`config.mk`:
```
export PLATFORM = sky130hd
export DESIGN_NAME = bcd_converter_n_flat
export DESIGN_NICKNAME = d
export VERILOG_FILES = /design/src/rtl/bcd_conv_pkg.sv /design/src/rtl/bcd_converter_n_if.sv /design/src/rtl/bcd_digit_adj.sv /design/src/rtl/bcd_converter_n.sv /design/src/flat_wrapper.sv
export SDC_FILE = /design/constraint.sdc
export NUM_CORES = 1
export LEC_CHECK = 0
export ABC_AREA = 1
export ABC_CLOCK_PERIOD_IN_PS = 2100
export BUFFER_PORTS_ARGS = -buffer_cell sky130_fd_sc_hd__buf_4
export CAP_MARGIN = 20
export CORE_ASPECT_RATIO = 1.75
export CORE_MARGIN = 2
export CORE_UTILIZATION = 50
export CTS_BUF_LIST = sky130_fd_sc_hd__clkbuf_2
export CTS_CLUSTER_SIZE = 20
export DETAILED_ROUTE_END_ITERATION = 10
export PLACE_DENSITY = 0.75
export SLEW_MARGIN = 20
export SYNTH_ARGS = -nofsm -noshare
export SYNTH_HDL_FRONTEND = slang
export SYNTH_HIERARCHICAL = 1
export SYNTH_SLANG_ARGS = --single-unit
```
`constraint.sdc`:
```
create_clock -name CLK -period 2.1 [get_ports CLK]
set_clock_uncertainty 0.2 [all_clocks]
set_input_delay 0.42 -clock CLK [delete_from_list [all_inputs] [get_ports CLK]]
set_output_delay 0.42 -clock CLK [all_outputs]
set_load 0.01 [all_outputs]
```
`src/rtl/bcd_conv_pkg.sv`:
```
// Shared types and constants for the binary-to-BCD converter.
package bcd_conv_pkg;

  typedef enum logic [1:0] {
    IDLE = 2'd0,
    CONV = 2'd1,
    DONE = 2'd2
  } state_t;

  localparam int unsigned DIGIT_W  = 4;
  localparam int unsigned ADD3_TH  = 5;

  // Decimal digits needed to hold 2^bin_w - 1 without overflow.
  function automatic int unsigned min_digits(input int unsigned bin_w);
    longint unsigned v;
    int unsigned n;
    v = (64'd1 << bin_w) - 64'd1;
    n = 1;
    while (v >= 64'd10) begin
      v = v / 64'd10;
      n = n + 1;
    end
    return n;
  endfunction

endpackage

```
`src/rtl/bcd_converter_n_if.sv`:
```
// Handshake bus between a producer of binary values and the BCD converter.
interface bcd_converter_n_if
  import bcd_conv_pkg::*;
#(
  parameter int unsigned BIN_W  = 16,
  parameter int unsigned DIGITS = 5
);
  logic                      IN_VALID;
  logic                      IN_READY;
  logic [BIN_W-1:0]          BIN;
  logic                      OUT_VALID;
  logic                      OUT_READY;
  logic [DIGIT_W*DIGITS-1:0] BCDOUT;
  logic                      OVF;
  logic                      SIGN;
  logic                      BUSY;

  modport master (
    output IN_VALID, BIN, OUT_READY,
    input  IN_READY, OUT_VALID, BCDOUT, OVF, SIGN, BUSY
  );

  modport slave (
    input  IN_VALID, BIN, OUT_READY,
    output IN_READY, OUT_VALID, BCDOUT, OVF, SIGN, BUSY
  );
endinterface

```
`src/rtl/bcd_digit_adj.sv`:
```
// Double-dabble digit correction: add 3 to a BCD digit that is 5 or more.
module bcd_digit_adj
  import bcd_conv_pkg::*;
(
  input  logic [DIGIT_W-1:0] din,
  output logic [DIGIT_W-1:0] dout
);
  assign dout = (din >= DIGIT_W'(ADD3_TH)) ? din + DIGIT_W'(3) : din;
endmodule

```
`src/rtl/bcd_converter_n.sv`:
```
// Sequential binary-to-BCD converter (shift-and-add-3, one bit per cycle).
// Optional two's-complement input when BCD_CONV_SIGNED_EN is defined.
module bcd_converter_n
  import bcd_conv_pkg::*;
#(
  parameter int unsigned BIN_W  = 16,
  parameter int unsigned DIGITS = 5
) (
  input  logic              CLK,
  input  logic              RST,
  bcd_converter_n_if.slave  bus
);
  localparam int unsigned BCD_W = DIGIT_W * DIGITS;
  localparam int unsigned CNT_W = $clog2(BIN_W + 1);

  if (BIN_W < 4 || BIN_W > 32 || DIGITS < 1 || DIGITS > 10) begin : g_param_check
    $error("bcd_converter_n: BIN_W must be 4..32 and DIGITS 1..10");
  end

  state_t             state, state_n;
  logic [BCD_W-1:0]   bcd_q, bcd_adj;
  logic [BIN_W-1:0]   bin_q, mag;
  logic [CNT_W-1:0]   cnt_q;
  logic               ovf_acc_q, sign_acc_q, sign_in;
  logic [BCD_W-1:0]   bcdout_q;
  logic               ovf_q, sign_q, out_valid_q, in_ready_q, busy_q;
  logic               accept, last_step;

  assign accept    = bus.IN_VALID && in_ready_q;
  assign last_step = (cnt_q == CNT_W'(BIN_W));

`ifdef BCD_CONV_SIGNED_EN
  assign sign_in = bus.BIN[BIN_W-1];
  assign mag     = sign_in ? BIN_W'(-bus.BIN) : bus.BIN;
`else
  assign sign_in = 1'b0;
  assign mag     = bus.BIN;
`endif

  for (genvar i = 0; i < DIGITS; i++) begin : g_adj
    bcd_digit_adj u_adj (
      .din  (bcd_q  [i*DIGIT_W +: DIGIT_W]),
      .dout (bcd_adj[i*DIGIT_W +: DIGIT_W])
    );
  end

  // State register
  always_ff @(posedge CLK) begin
    if (RST) state <= IDLE;
    else     state <= state_n;
  end

  // Next-state logic
  always_comb begin
    state_n = state;
    case (state)
      IDLE:    if (accept)        state_n = CONV;
      CONV:    if (last_step)     state_n = DONE;
      DONE:    if (bus.OUT_READY) state_n = IDLE;
      default:                    state_n = IDLE;
    endcase
  end

  // Shift register, counter and result registers
  always_ff @(posedge CLK) begin
    if (RST) begin
      bcd_q      <= '0;
      bin_q      <= '0;
      cnt_q      <= '0;
      ovf_acc_q  <= 1'b0;
      sign_acc_q <= 1'b0;
      bcdout_q   <= '0;
      ovf_q      <= 1'b0;
      sign_q     <= 1'b0;
    end else begin
      case (state)
        IDLE: if (accept) begin
          bin_q      <= mag;
          bcd_q      <= '0;
          cnt_q      <= '0;
          ovf_acc_q  <= 1'b0;
          sign_acc_q <= sign_in;
        end
        CONV: if (!last_step) begin
          // Top bit of the corrected field leaves the register: weight 10^DIGITS.
          bcd_q     <= {bcd_adj[BCD_W-2:0], bin_q[BIN_W-1]};
          bin_q     <= {bin_q[BIN_W-2:0], 1'b0};
          cnt_q     <= cnt_q + CNT_W'(1);
          ovf_acc_q <= ovf_acc_q | bcd_adj[BCD_W-1];
        end else begin
          bcdout_q <= bcd_q;
          ovf_q    <= ovf_acc_q;
          sign_q   <= sign_acc_q;
        end
        default: ;
      endcase
    end
  end

  // Registered status flags decoded from the next state
  always_ff @(posedge CLK) begin
    if (RST) begin
      out_valid_q <= 1'b0;
      in_ready_q  <= 1'b1;
      busy_q      <= 1'b0;
    end else begin
      out_valid_q <= (state_n == DONE);
      in_ready_q  <= (state_n == IDLE);
      busy_q      <= (state_n != IDLE);
    end
  end

  assign bus.IN_READY  = in_ready_q;
  assign bus.OUT_VALID = out_valid_q;
  assign bus.BCDOUT    = bcdout_q;
  assign bus.OVF       = ovf_q;
  assign bus.SIGN      = sign_q;
  assign bus.BUSY      = busy_q;

endmodule

```
`src/flat_wrapper.sv`:
```
// flat-port wrapper written by rule: the top's interface ports become plain ports
module bcd_converter_n_flat import bcd_conv_pkg::*;
#(
  parameter int unsigned BIN_W  = 16,
  parameter int unsigned DIGITS = 5
)
  (CLK, RST, bus_IN_VALID, bus_BIN, bus_OUT_READY, bus_IN_READY, bus_OUT_VALID, bus_BCDOUT, bus_OVF, bus_SIGN, bus_BUSY);
  bcd_converter_n_if #(.BIN_W(BIN_W), .DIGITS(DIGITS)) bus_i ();
  input  logic CLK;
  input  logic RST;
  input wire logic [$bits(bus_i.IN_VALID)-1:0] bus_IN_VALID;
  input wire logic [$bits(bus_i.BIN)-1:0] bus_BIN;
  input wire logic [$bits(bus_i.OUT_READY)-1:0] bus_OUT_READY;
  output wire logic [$bits(bus_i.IN_READY)-1:0] bus_IN_READY;
  output wire logic [$bits(bus_i.OUT_VALID)-1:0] bus_OUT_VALID;
  output wire logic [$bits(bus_i.BCDOUT)-1:0] bus_BCDOUT;
  output wire logic [$bits(bus_i.OVF)-1:0] bus_OVF;
  output wire logic [$bits(bus_i.SIGN)-1:0] bus_SIGN;
  output wire logic [$bits(bus_i.BUSY)-1:0] bus_BUSY;
  assign bus_i.IN_VALID = bus_IN_VALID;
  assign bus_i.BIN = bus_BIN;
  assign bus_i.OUT_READY = bus_OUT_READY;
  assign bus_IN_READY = bus_i.IN_READY;
  assign bus_OUT_VALID = bus_i.OUT_VALID;
  assign bus_BCDOUT = bus_i.BCDOUT;
  assign bus_OVF = bus_i.OVF;
  assign bus_SIGN = bus_i.SIGN;
  assign bus_BUSY = bus_i.BUSY;
  bcd_converter_n #(.BIN_W(BIN_W), .DIGITS(DIGITS)) u_core (.CLK(CLK), .RST(RST), .bus(bus_i));
endmodule
```
Yosys cells after proc, flatten, opt, wreduce, memory -nomap -nowiden
Index checks and enable logic that the tools add are counted.
Word-level totals
  bits in registers: 68
  bits in latches: 0
  memory bits (writable): 0
  ROM bits: 0
  logic and storage cells: 56
  memories kept: 0
Cells by class
  $add $sub $neg: 6
  $mul: 0
  divide/modulo/power cells: 0
  magnitude comparators: 5
  equality and inequality tests: 6
  shifts and indexed selects: 0
  muxes and demuxes: 21
  bitwise logic cells: 1
  reduce and logical (&&, ||, !) cells: 7
Operators by type and width (number)
  20-bit 2-to-1 mux: 2
  20-bit one-hot mux with 2 select lines: 1
  16-bit 2-to-1 mux: 2
  16-bit one-hot mux with 2 select lines: 1
  4-bit by 2-bit adder with 4-bit output (second input constant): 5
  4-bit by 3-bit greater-or-equal comparator with 1-bit output (second input constant): 5
  4-bit 2-to-1 mux: 5
  5-bit 2-to-1 mux: 2
  5-bit one-hot mux with 2 select lines: 1
  2-bit 2-to-1 mux: 3
  2-bit one-hot mux with 3 select lines: 1
  5-bit by 1-bit adder with 5-bit output (second input constant): 1
  5-bit equality test (second input constant): 1
  2-bit equality test (second input constant): 2
  2-bit zero test: 2
  2-bit nonzero test: 2
  3-bit AND reduction: 1
  2-bit by 1-bit equality test with 1-bit output (second input constant): 1
  1-bit 2-to-1 mux: 2
  2-bit by 1-bit != test with 1-bit output (second input constant): 1
  2-bit != test (second input constant): 1
  1-bit one-hot mux with 2 select lines: 1
  2-bit AND reduction: 1
  1-bit logical AND: 1
  1-bit bitwise OR: 1

Logic depth before layout (Yosys ltp)
Gate-level depths: netlist (run 1).
  depth in word-level cells: 5
  gate-level depth with buffers: 10
  depth with buffers taken out: 10

Modules after synthesis
The synthesis (run 1) kept the hierarchy.
By module, submodules not included
  bcd_converter_n: times used 1, cells each 369, area each 2792.7 um^2
  bcd_digit_adj: times used 5, cells each 23, area each 135.1 um^2

Worst setup path before layout (run 1)
OpenSTA, ideal clock, no wires.
  kind: register -> register
  start point: register u_core.cnt_q[0]
  end point: register u_core.bin_q[8]
  library setup time: 0.116 ns
  arrival time: 1.255 ns
  slack: 0.529 ns
  stages on the path, launching flop included: 10
  path buffers: 1
  clock period less this slack: 1.571 ns
  path through: dfxtp_1 -> inv_1 -> ha_1 -> nand2_1 -> inv_1 -> nand3_4 -> nand2_4 -> buf_6 -> o21ai_0 -> nor2_1
On the way
  cells in the longest elaborated chain, start to end: 3
Ends and longest elaborated chain
  from (decl): line bcd_converter_n.sv:23  | logic [CNT_W-1:0] cnt_q;
  from (signal assigned): line bcd_converter_n.sv:88  | cnt_q <= cnt_q + CNT_W'(1);
  5-bit equality test: line bcd_converter_n.sv:30  | assign last_step = (cnt_q == CNT_W'(BIN_W));
  2-bit != test (no line)
  3-bit AND reduction (no line)
  to (signal assigned): line bcd_converter_n.sv:78  | bin_q <= mag;
  to (signal assigned): line bcd_converter_n.sv:87  | bin_q <= {bin_q[BIN_W-2:0], 1'b0};
  to (decl): line bcd_converter_n.sv:22  | logic [BIN_W-1:0] bin_q, mag;
Every way passes these cells.
A chain may end at the register's enable or synchronous reset.

Final worst setup path (run 1)
  start point: register u_core.cnt_q[0]
  end point: register u_core.bin_q[15]
Same word-level chain as after synthesis.

==> insert_results.sql, run 1 <==
INSERT INTO impl_metrics (metric_group, metric, value, unit) VALUES
('cells_and_area', 'layout.cells.most_common', 'nand2_1', ''),
('floorplanning', 'die_h', '114', 'µm'),
('synthesis', 'yosys.area_share.xor_xnor', '0', '%'),
('synthesis', 'yosysSeqAreaShare', '39.2', '%'),
('setup_path', 'setup.reg_to_reg.worst_slack', '0.25', 'ns'),
('synthesis', 'synth-compound-area-share', '16.1', '%'),
('sta', 'final.period_utilization', '88.2', '%'),
('setup_path', 'crit_path_slowest_cell', 'dfxtp_1', ''),
('worst_hold_path', 'min-delay-start', 'bus_BIN[2]', ''),
('setup_path', 'criticalPathCategory', 'register to register', ''),
('sta', 'setup_tns', '0', 'ns'),
('clocking', 'tritoncts', 'yes', ''),
('clocking', 'htreeDepth', '3', ''),
('clocking', 'clk-insertion-delay-late', '0.50', 'ns'),
('route', 'routed_wirelength', '7.09', 'mm'),
('floorplanning', 'floorplan_die_width', '67.0', 'µm'),
('route', 'dr_total_vias', '3063', ''),
('synthesis', 'dominant_combinational_cell_family_by_area_after_synthesis', 'simple AND/OR/NAND/NOR gates', ''),
('placed_design', 'post-place-ws', '0.250', 'ns'),
('synthesis', 'synth.mux.area_fraction', '0', '%'),
('power', 'p_leak', '1.58', 'nW'),
('synthesis', 'yosys.area_share.adder', '4.33', '%'),
('placed_design', 'hpwl', '5.00', 'mm'),
('floorplanning', 'io-pin-count', '45', ''),
('route', 'drt_iter0_markers', '160', ''),
('placed_design', 'gp_routability_congestion', '0.803', ''),
('global_route', 'grt.met2_usage', '36.5', '%'),
('placed_design', 'port_buffers', '43', ''),
('global_route', 'globalRouteOverflowTotal', '0', ''),
('power', 'ir_drop', '0.000406', 'V'),
('global_route', 'use_met3', '5.31', '%'),
('cells_and_area', 'total_area_of_multi_input_combinational_cells', '1750', 'µm²'),
('sta', 'finalWorstSetupSlack', '0.248', 'ns'),
('clocking', 'cts_made_buffers', '9', ''),
('setup_path', 'endpoint', 'u_core/bin_q[15]', ''),
('sta', 'final-setup-viol-count', '0', ''),
('synthesis', 'synthesis.yosys.warnings', '6', ''),
('status', 'status', 'completed', ''),
('global_route', 'grt_max_degree', '43', ''),
('clocking', 'post_cts_resize_count', '0', ''),
('synthesis', 'netlist_instances', '484', ''),
('synthesis', 'yosys.cell_types.count', '26', ''),
('setup_path', 'crit_top_cell', 'inv_1', ''),
('clocking', 'cts_root_buf', 'clkbuf_2', ''),
('setup_path', 'timing.rr.start', 'u_core/cnt_q[0]', ''),
('sta', 'timing.final.crit_period', '1.85', 'ns'),
('cells_and_area', 'area_growth', '11.5', '%'),
('global_route', 'top_usage_layer', 'met2', ''),
('synthesis', 'synth.ff_latch_count', '68', ''),
('synthesis', 'synth_simple_gate_area_share', '29.8', '%'),
('setup_path', 'path_cells', 'inv_1, ha_1, nand2_1, inv_1, nand3_4, nand2_4, o21ai_0, nor2_1', ''),
('cells_and_area', 'design.final.nets', '556', ''),
('cells_and_area', 'fraction_of_final_layout_cells_sized_beyond_drive_strength_1', '20.0', '%'),
('setup_path', 'crit-reg2reg-capture', 'u_core/bin_q[15]', ''),
('floorplanning', 'coreArea', '6810', 'µm²'),
('setup_path', 'timing.critical_path.from', 'u_core/cnt_q[0]', ''),
('setup_path', 'critPathTopFamily', 'simple AND/OR/NAND/NOR gates', ''),
('cells_and_area', 'seqCellArea', '1360', 'µm²'),
('global_route', 'grt.met1_usage', '21.6', '%'),
('setup_path', 'crit_path_end_kind', 'register', ''),
('synthesis', 'netlist_area', '3470', 'µm²'),
('global_route', 'via_count_of_the_first_global_routing_pass', '2907', ''),
('placed_design', 'place_area', '3790', 'µm²'),
('sta', 'maxClockFrequency', '540', 'MHz'),
('setup_path', 'cpPeakStageDelay', '0.44', 'ns'),
('synthesis', 'synth_nets', '516', ''),
('synthesis', 'avgSynthCellArea', '7.17', 'µm²'),
('clocking', 'worst_setup_hold_path_clk_slew', '0.16', 'ns'),
('power', 'powerDensity', '563', 'nW/µm²'),
('cells_and_area', 'final.fill_count', '692', ''),
('clocking', 'buffers_from_clock_root_to_sink_at_most', '2', '');
tightest hold or removal path, stage by stage:
cell and delay [ns]:
buf_4 0.08, nand2_1 0.04, nand2_1 0.06, o21ai_1 0.06
nor2_1 0.07
layer usage:
metal / share of wire, % / up-vias
li1: - / 1614
met1: 41 / 1382
met2: 53 / 56
met3: 3.7 / 11
met4: 2.2 / 0
met5: 0 / -
cell families after synthesis:
| kind of cell | Yosys count |
|---|---|
| adder cells (fa/ha/maj) | 12 |
| AO/OA/AOI/OAI | 103 |
| buffers and inverters | 77 |
| other | 1 |
| flip-flops | 68 |
| AND/OR/NAND/NOR | 223 |
worst min path at each step:
stage | to
finish | u_core/bin_q[2]
global placement | u_core/bus.BCDOUT[7]
detailed placement | u_core/bus.BCDOUT[15]
global route | u_core/bin_q[3]
CTS | u_core/bin_q[7]
floorplan | u_core/ovf_acc_q
cells in the mapped netlist:
cell        n  area (µm²)
buf_4       3        22.5
inv_1      47         176
o21ai_2     5        43.8
nand2_1   112         420
a21boi_0    1        7.51
buf_2       7        35.0
conb_1      1        3.75
o21ai_0    38         190
buf_6       7        78.8
nand3_1    30         150
clkbuf_1    5        18.8
nand4_1     3        18.8
ha_1       12         150
nor2_2      2        12.5
nand2_4     1        11.3
nand2_2     9        56.3
nand3_4     1        17.5
a21oi_1    45         225
nor2_1     51         191
nor2_4     13         146
dfxtp_1    68        1360
buf_1       1        3.75
nor3b_1     1        7.51
o21ai_1     8        40.0
a21oi_2     6        52.6
inv_2       7        26.3
state kept, by name (all words and copies together), names as in the netlist:
signal                flops
u_core/bus.OUT_VALID      1
u_core/bus.BCDOUT        20
u_core/bin_q             16
u_core/state              2
u_core/bcd_q             20
u_core/bus.BUSY           1
u_core/bus.OVF            1
u_core/cnt_q              5
u_core/bus.IN_READY       1
u_core/ovf_acc_q          1
per-stage QoR:
stage	cells	hold WS, ns
6_report	609	0.0535
5_1_grt	609	0.0238
4_1_cts	609	0.0115
3_5_place_dp	595	0.236
3_3_place_gp	595	0.233
2_1_floorplan	484	0.234
repair_timing:
item                                   CTS  global route
setup buffers                            0             0
endpoints found under the hold margin    8             0
hold buffers                             2             0
report_power, final:
part	switching (mW)	internal (mW)
Combinational	0.165	0.0977
Clock	0.418	0.137
Sequential	0.0260	1.34
layout make-up:
cell class	instances	area share (%)
Clock inverter	1	0.0970
Tap cell	84	2.72
Inverter	54	5.24
Timing Repair Buffer	52	10.2
Multi-Input combinational cell	339	45.1
Clock buffer	11	1.42
Sequential cell	68	35.2
Note: power is estimated with default switching activity, not from simulation.
==> run 2: changes to the inputs <==
--- a/config.mk
+++ b/config.mk
@@ -11,11 +11,11 @@
 export CAP_MARGIN = 20
 export CORE_ASPECT_RATIO = 1.75
 export CORE_MARGIN = 2
-export CORE_UTILIZATION = 50
+export CORE_UTILIZATION = 32
 export CTS_BUF_LIST = sky130_fd_sc_hd__clkbuf_2
 export CTS_CLUSTER_SIZE = 20
 export DETAILED_ROUTE_END_ITERATION = 10
-export PLACE_DENSITY = 0.75
+export PLACE_DENSITY = 0.53
 export SLEW_MARGIN = 20
 export SYNTH_ARGS = -nofsm -noshare
 export SYNTH_HDL_FRONTEND = slang
==> run 2 against run 1 <==
Net effect: fmax increased by 0.61%; final area increased by 5.8%; global-route usage decreased by 6.1 points; flip-flop and latch count unchanged; sequential power about the same; final cell count increased by 9.5%; hold slack got worse by 0.0093 ns; combinational power increased by 5%; critical path depth unchanged; critical path type unchanged; highest routed layer unchanged.
==> insert_results.sql, run 2 (synthesis results as in run 1) <==
INSERT INTO impl_metrics (metric_group, metric, value, unit) VALUES
('floorplanning', 'initial_utilization', '32.6', '%'),
('sta', 'setup_tns', '0', 'ns'),
('route', 'drt_iter0_markers', '107', ''),
('cells_and_area', 'layout.cells.most_common', 'nand2_1', ''),
('setup_path', 'crit_top_cell', 'inv_1', ''),
('setup_path', 'worst-path-max-fanout', '40', ''),
('sta', 'timing_hold_violations_final', '0', ''),
('clocking', 'post_cts_resize_count', '0', ''),
('setup_path', 'cpPeakStageDelay', '0.44', 'ns'),
('power', 'ir_drop', '0.000281', 'V'),
('setup_path', 'crit_path_slowest_cell', 'dfxtp_1', ''),
('sta', 'grt_setup_unrepaired', 'no', ''),
('floorplanning', 'io-pin-count', '45', ''),
('worst_hold_path', 'timing.hold.worst.class', 'input pin to register', ''),
('route', 'drt_first_pass_iters', '5', ''),
('route', 'routedWlPerCell', '11.7', 'µm'),
('floorplanning', 'die-area', '11700', 'µm²'),
('route', 'drt_drc_violations_left', '0', ''),
('worst_hold_path', 'min-delay-start', 'bus_BIN[11]', ''),
('sta', 'final-max-slew-violation-count', '0', ''),
('power', 'powerDensity', '646', 'nW/µm²'),
('clocking', 'cts.sinks', '68', ''),
('clocking', 'tritoncts', 'yes', ''),
('sta', 'final.period_utilization', '87.7', '%'),
('clocking', 'htreeDepth', '3', ''),
('power', 'total_power', '2.64', 'mW'),
('setup_path', 'path_cells', 'inv_1, ha_1, nand2_1, inv_1, nand3_4, nand2_4, o21ai_0, nor2_1', ''),
('cells_and_area', 'area_growth', '18.0', '%'),
('placed_design', 'port_buffers', '43', ''),
('floorplanning', 'coreArea', '10600', 'µm²'),
('route', 'dr_vias_cell', '4.69', ''),
('route', 'detail-route-antenna-nets', '0', ''),
('sta', 'timing.final.crit_period', '1.84', 'ns'),
('global_route', 'grt_max_degree', '41', ''),
('clocking', 'cts.repair_timing.setup_buffer_count', '0', ''),
('global_route', 'grt_antenna_before_repair', '1', ''),
('clocking', 'clk-insertion-delay-late', '0.51', 'ns'),
('placed_design', 'hpwl', '5.37', 'mm'),
('global_route', 'grt_first_pass_wirelength', '13.1', 'mm'),
('setup_path', 'crit_path_start_kind', 'register', ''),
('clocking', 'post_cts_hold_buffer_count', '8', ''),
('global_route', 'via_count_of_the_first_global_routing_pass', '2837', ''),
('job', 'maxCapViolations', '0', ''),
('setup_path', 'crit_path_end_kind', 'register', ''),
('placed_design', 'gp_routability_congestion', '0.796', ''),
('floorplanning', 'std_cell_rows', '50', ''),
('sta', 'fin_worst_hold_slack', '0.0443', 'ns'),
('global_route', 'grt_usage', '14.5', '%'),
('cells_and_area', 'design.final.nets', '563', ''),
('floorplanning', 'die_h', '142', 'µm'),
('clocking', 'worst_setup_hold_path_clk_slew', '0.18', 'ns'),
('cells_and_area', 'finalNonFillerCells', '667', ''),
('route', 'routed_wirelength', '7.83', 'mm'),
('clocking', 'cts_made_buffers', '9', ''),
('cells_and_area', 'fraction_of_final_layout_cells_sized_beyond_drive_strength_1', '20.7', '%'),
('setup_path', 'timing.critical_path.required', '2.33', 'ns'),
('setup_path', 'timing.critical_path.arrival', '2.07', 'ns'),
('clocking', 'buffers_from_clock_root_to_sink_at_most', '2', ''),
('sta', 'final-setup-viol-count', '0', ''),
('setup_path', 'timing.rr.start', 'u_core/cnt_q[0]', ''),
('power', 'p_leak', '1.66', 'nW'),
('placed_design', 'dp_cells', '642', ''),
('clocking', 'cts_root_buf', 'clkbuf_2', ''),
('sta', 'maxClockFrequency', '543', 'MHz'),
('setup_path', 'criticalPathCategory', 'register to register', ''),
('status', 'status', 'completed', ''),
('global_route', 'globalRouteOverflowTotal', '0', ''),
('route', 'dr_total_vias', '3126', ''),
('floorplanning', 'floorplan_die_width', '82.7', 'µm'),
('setup_path', 'timing.critical_path.from', 'u_core/cnt_q[0]', ''),
('cells_and_area', 'most-common-layout-cells', 'nand2_1, dfxtp_1, buf_4, nor2_1, inv_1', '');
## run 2: changes by cell type in the layout (fill, tap and decap cells not counted), sizes merged
cell and delta:
buf +1, diode +1, clkinv +1, bufinv +3, dlygate4sd3 +6
## run 2: metrics by stage
| step | util (%) | setup WS [ns] | cell area [µm²] |
|---|---|---|---|
| finish | 38.5 | 0.259 | 4090 |
| global route | 38.5 | 0.0506 | 4090 |
| global placement | 36.2 | 0.315 | 3850 |
| CTS | 38.5 | 0.244 | 4090 |
| floorplan | - | 0.529 | 3470 |
| detailed placement | 36.2 | 0.248 | 3850 |
## run 2: final cells by class
cell class / count / area [µm²]
Clock inverter: 5 / 100
Antenna cell: 1 / 2.50
Inverter: 54 / 203
Fill cell: 1173 / 6540
Tap cell: 130 / 163
Multi-Input combinational cell: 339 / 1750
Clock buffer: 11 / 55.1
Timing Repair Buffer: 59 / 463
Sequential cell: 68 / 1360
## run 2: final timing paths
kind / end / slack (ns) / cells after the start
min reg2reg: u_core/bus.BCDOUT[11] / 0.26 / 2
min: u_core/bin_q[11] / 0.04 / 5
max: u_core/bin_q[11] / 0.26 / 8
max reg2reg: u_core/bin_q[11] / 0.26 / 8
## run 2: routing by layer
metal  track usage (%)  part of all wire, %  up-vias  routed length, µm
met4              7.25                  2.4        0                184
met2              24.3                   52       49               4040
met5                 0                    0        -                  0
met1              17.1                   43     1429               3350
li1                  -                    -     1634                  -
met3              2.74                  3.2       14                252
## run 2: report_power, final
part	switching (mW)	total (mW)	internal (mW)
clock	0.486	1.01	0.520
combinational	0.171	0.275	0.104
sequential	0.0259	1.36	1.34
total	0.683	2.64	1.96
## run 2: worst max-delay path: cells and delay by family (launching register included)
family	cells	cell delay, ns
buf+inv	2	0.15
compound gates	1	0.25
fa+ha+maj	1	0.20
simple gates	4	0.51
flops	1	0.44
==> run 3: changes to the inputs <==
--- a/config.mk
+++ b/config.mk
@@ -7,15 +7,15 @@
 export LEC_CHECK = 0
 export ABC_AREA = 1
 export ABC_CLOCK_PERIOD_IN_PS = 2100
-export BUFFER_PORTS_ARGS = -buffer_cell sky130_fd_sc_hd__buf_4
+export BUFFER_PORTS_ARGS = -buffer_cell sky130_fd_sc_hd__buf_2
 export CAP_MARGIN = 20
 export CORE_ASPECT_RATIO = 1.75
 export CORE_MARGIN = 2
-export CORE_UTILIZATION = 32
+export CORE_UTILIZATION = 40
 export CTS_BUF_LIST = sky130_fd_sc_hd__clkbuf_2
 export CTS_CLUSTER_SIZE = 20
 export DETAILED_ROUTE_END_ITERATION = 10
-export PLACE_DENSITY = 0.53
+export PLACE_DENSITY = 0.63
 export SLEW_MARGIN = 20
 export SYNTH_ARGS = -nofsm -noshare
 export SYNTH_HDL_FRONTEND = slang
==> run 3 against run 2 <==
Net effect: non-clock buffer count fell by 5; final area fell by 6.2%; worst setup slack got worse by 0.034 ns; core utilization rose by 6.4 points; final cell count fell by 2.8%; via count fell by 1.5%.
==> insert_results.sql, run 3 (synthesis results as in run 1) <==
INSERT INTO impl_metrics (metric_group, metric, value, unit) VALUES
('setup_path', 'crit_top_cell', 'inv_1', ''),
('clocking', 'cts_root_buf', 'clkbuf_2', ''),
('setup_path', 'timing.critical_path.arrival', '2.10', 'ns'),
('sta', 'fin_worst_hold_slack', '0.0331', 'ns'),
('route', 'drt_drc_violations_left', '0', ''),
('placed_design', 'port_buffers', '43', ''),
('clocking', 'htreeDepth', '3', ''),
('floorplanning', 'coreArea', '8560', 'µm²'),
('global_route', 'grt_max_degree', '43', ''),
('worst_hold_path', 'min-delay-start', 'bus_BIN[4]', ''),
('floorplanning', 'floorplan_die_width', '74.4', 'µm'),
('power', 'powerDensity', '571', 'nW/µm²'),
('setup_path', 'timing.rr.start', 'u_core/cnt_q[0]', ''),
('floorplanning', 'io-pin-count', '45', ''),
('floorplanning', 'die-area', '9460', 'µm²'),
('cells_and_area', 'most-common-layout-cells', 'nand2_1, dfxtp_1, nor2_1', ''),
('route', 'detail-route-antenna-nets', '0', ''),
('setup_path', 'timing.critical_path.required', '2.32', 'ns'),
('setup_path', 'criticalPathCategory', 'register to register', ''),
('placed_design', 'gp_routability_congestion', '0.770', ''),
('job', 'maxCapViolations', '0', ''),
('route', 'drt_first_pass_iters', '4', ''),
('status', 'status', 'completed', ''),
('clocking', 'cts.sinks', '68', ''),
('global_route', 'via_count_of_the_first_global_routing_pass', '2954', ''),
('clocking', 'clk-insertion-delay-late', '0.52', 'ns'),
('cells_and_area', 'fraction_of_final_layout_cells_sized_beyond_drive_strength_1', '19.6', '%'),
('sta', 'grt_setup_unrepaired', 'no', ''),
('worst_hold_path', 'timing.hold.worst.class', 'input pin to register', ''),
('placed_design', 'hpwl', '4.90', 'mm'),
('setup_path', 'crit_path_start_kind', 'register', ''),
('setup_path', 'timing.critical_path.from', 'u_core/cnt_q[0]', ''),
('power', 'ir_drop', '0.000332', 'V'),
('cells_and_area', 'area_growth', '10.7', '%'),
('setup_path', 'crit_path_slowest_cell', 'dfxtp_1', ''),
('setup_path', 'cpPeakStageDelay', '0.44', 'ns'),
('sta', 'final-max-slew-violation-count', '0', ''),
('sta', 'final.period_utilization', '89.3', '%'),
('route', 'dr_vias_cell', '4.75', ''),
('sta', 'timing.final.crit_period', '1.87', 'ns'),
('cells_and_area', 'layout.cells.most_common', 'nand2_1', ''),
('global_route', 'globalRouteOverflowTotal', '0', ''),
('global_route', 'grt_usage', '17.1', '%'),
('floorplanning', 'std_cell_rows', '45', ''),
('sta', 'final-setup-viol-count', '0', ''),
('floorplanning', 'initial_utilization', '40.5', '%'),
('route', 'routed_wirelength', '7.24', 'mm'),
('setup_path', 'worst-path-max-fanout', '40', ''),
('clocking', 'cts.repair_timing.setup_buffer_count', '0', ''),
('clocking', 'cts_made_buffers', '9', ''),
('sta', 'setup_tns', '0', 'ns'),
('power', 'p_leak', '1.58', 'nW'),
('global_route', 'grt_antenna_before_repair', '1', ''),
('cells_and_area', 'design.final.nets', '558', ''),
('route', 'dr_total_vias', '3078', ''),
('setup_path', 'path_cells', 'inv_1, ha_1, nand2_1, inv_1, nand3_4, nand2_4, o21ai_0, nor2_1', ''),
('route', 'routedWlPerCell', '11.2', 'µm'),
('floorplanning', 'die_h', '127', 'µm'),
('clocking', 'tritoncts', 'yes', ''),
('clocking', 'worst_setup_hold_path_clk_slew', '0.17', 'ns'),
('sta', 'maxClockFrequency', '533', 'MHz'),
('clocking', 'buffers_from_clock_root_to_sink_at_most', '2', ''),
('route', 'drt_iter0_markers', '96', ''),
('global_route', 'grt_first_pass_wirelength', '12.6', 'mm'),
('setup_path', 'crit_path_end_kind', 'register', ''),
('cells_and_area', 'final.fill_count', '932', ''),
('sta', 'timing_hold_violations_final', '0', '');
==> run 3: cell types whose count changed in the layout (fill, tap and decap cells not counted) <==
| cell | change |
|---|---|
| buf_2 | +43 |
| buf_4 | -45 |
| bufinv_16 | -3 |
| clkbuf_2 | -1 |
| clkinv_1 | +4 |
| clkinv_2 | -1 |
| dlygate4sd3_1 | -3 |
==> run 3: critical path, delay by kind of cell, from the launching register on <==
family,cells,cell delay [ns]
fa+ha+maj,1,0.20
flops,1,0.44
simple gates,4,0.52
compound gates,1,0.26
buf+inv,2,0.16
==> run 3: where the power goes <==
| part | internal, mW | switching [mW] | leakage, nW |
|---|---|---|---|
| combinational | 0.0878 | 0.167 | 0.977 |
| clock | 0.137 | 0.438 | 0.0517 |
| sequential | 1.34 | 0.0257 | 0.552 |
| total | 1.56 | 0.631 | 1.58 |
==> run 3: stage by stage <==
step | util [%] | power, mW | std cells | worst slack, ns | cell area (µm²)
global placement | 43.4 | 1.63 | 627 | 0.300 | 3720
global route | 44.9 | 2.31 | 648 | 0.0387 | 3840
CTS | 44.8 | 2.24 | 647 | 0.223 | 3840
finish | 44.9 | 2.19 | 648 | 0.225 | 3840
detailed placement | 43.4 | 1.64 | 627 | 0.247 | 3720
floorplan | - | 1.60 | 484 | 0.529 | 3470
==> run 3: what timing repair did <==
item                                   CTS  global route
hold buffers                             5             0
gates resized for setup                  0             0
endpoints found under the hold margin    5             0
==> run 3: area by class of cell <==
type,instances,area (µm²),area share (%)
well taps,117,146,3.81
inverters,54,203,5.28
diodes,1,2.50,0.0652
clock inverters,5,20.0,0.522
clock buffers,10,50.0,1.30
flip-flops and latches,68,1360,35.5
repair buffers,54,310,8.08
multi-input cells,339,1750,45.5
==> run 3: layer usage <==
metal  track usage (%)  vias to the layer above  part of all wire, %
li1                  -                     1617                    -
met1              17.6                     1401                   41
met4              8.82                        0                  2.4
met2              30.7                       44                   53
met5                 0                        -                    0
met3              4.02                       16                  3.4
==> run 3: worst paths after layout <==
| check | end | slack (ns) | cells after the start |
|---|---|---|---|
| worst min register to register | u_core/bus.BCDOUT[5] | 0.25 | 2 |
| worst min-delay path | u_core/bin_q[4] | 0.03 | 5 |
| worst max register to register | u_core/bin_q[14] | 0.23 | 8 |
| worst max-delay path | u_core/bin_q[14] | 0.23 | 8 |
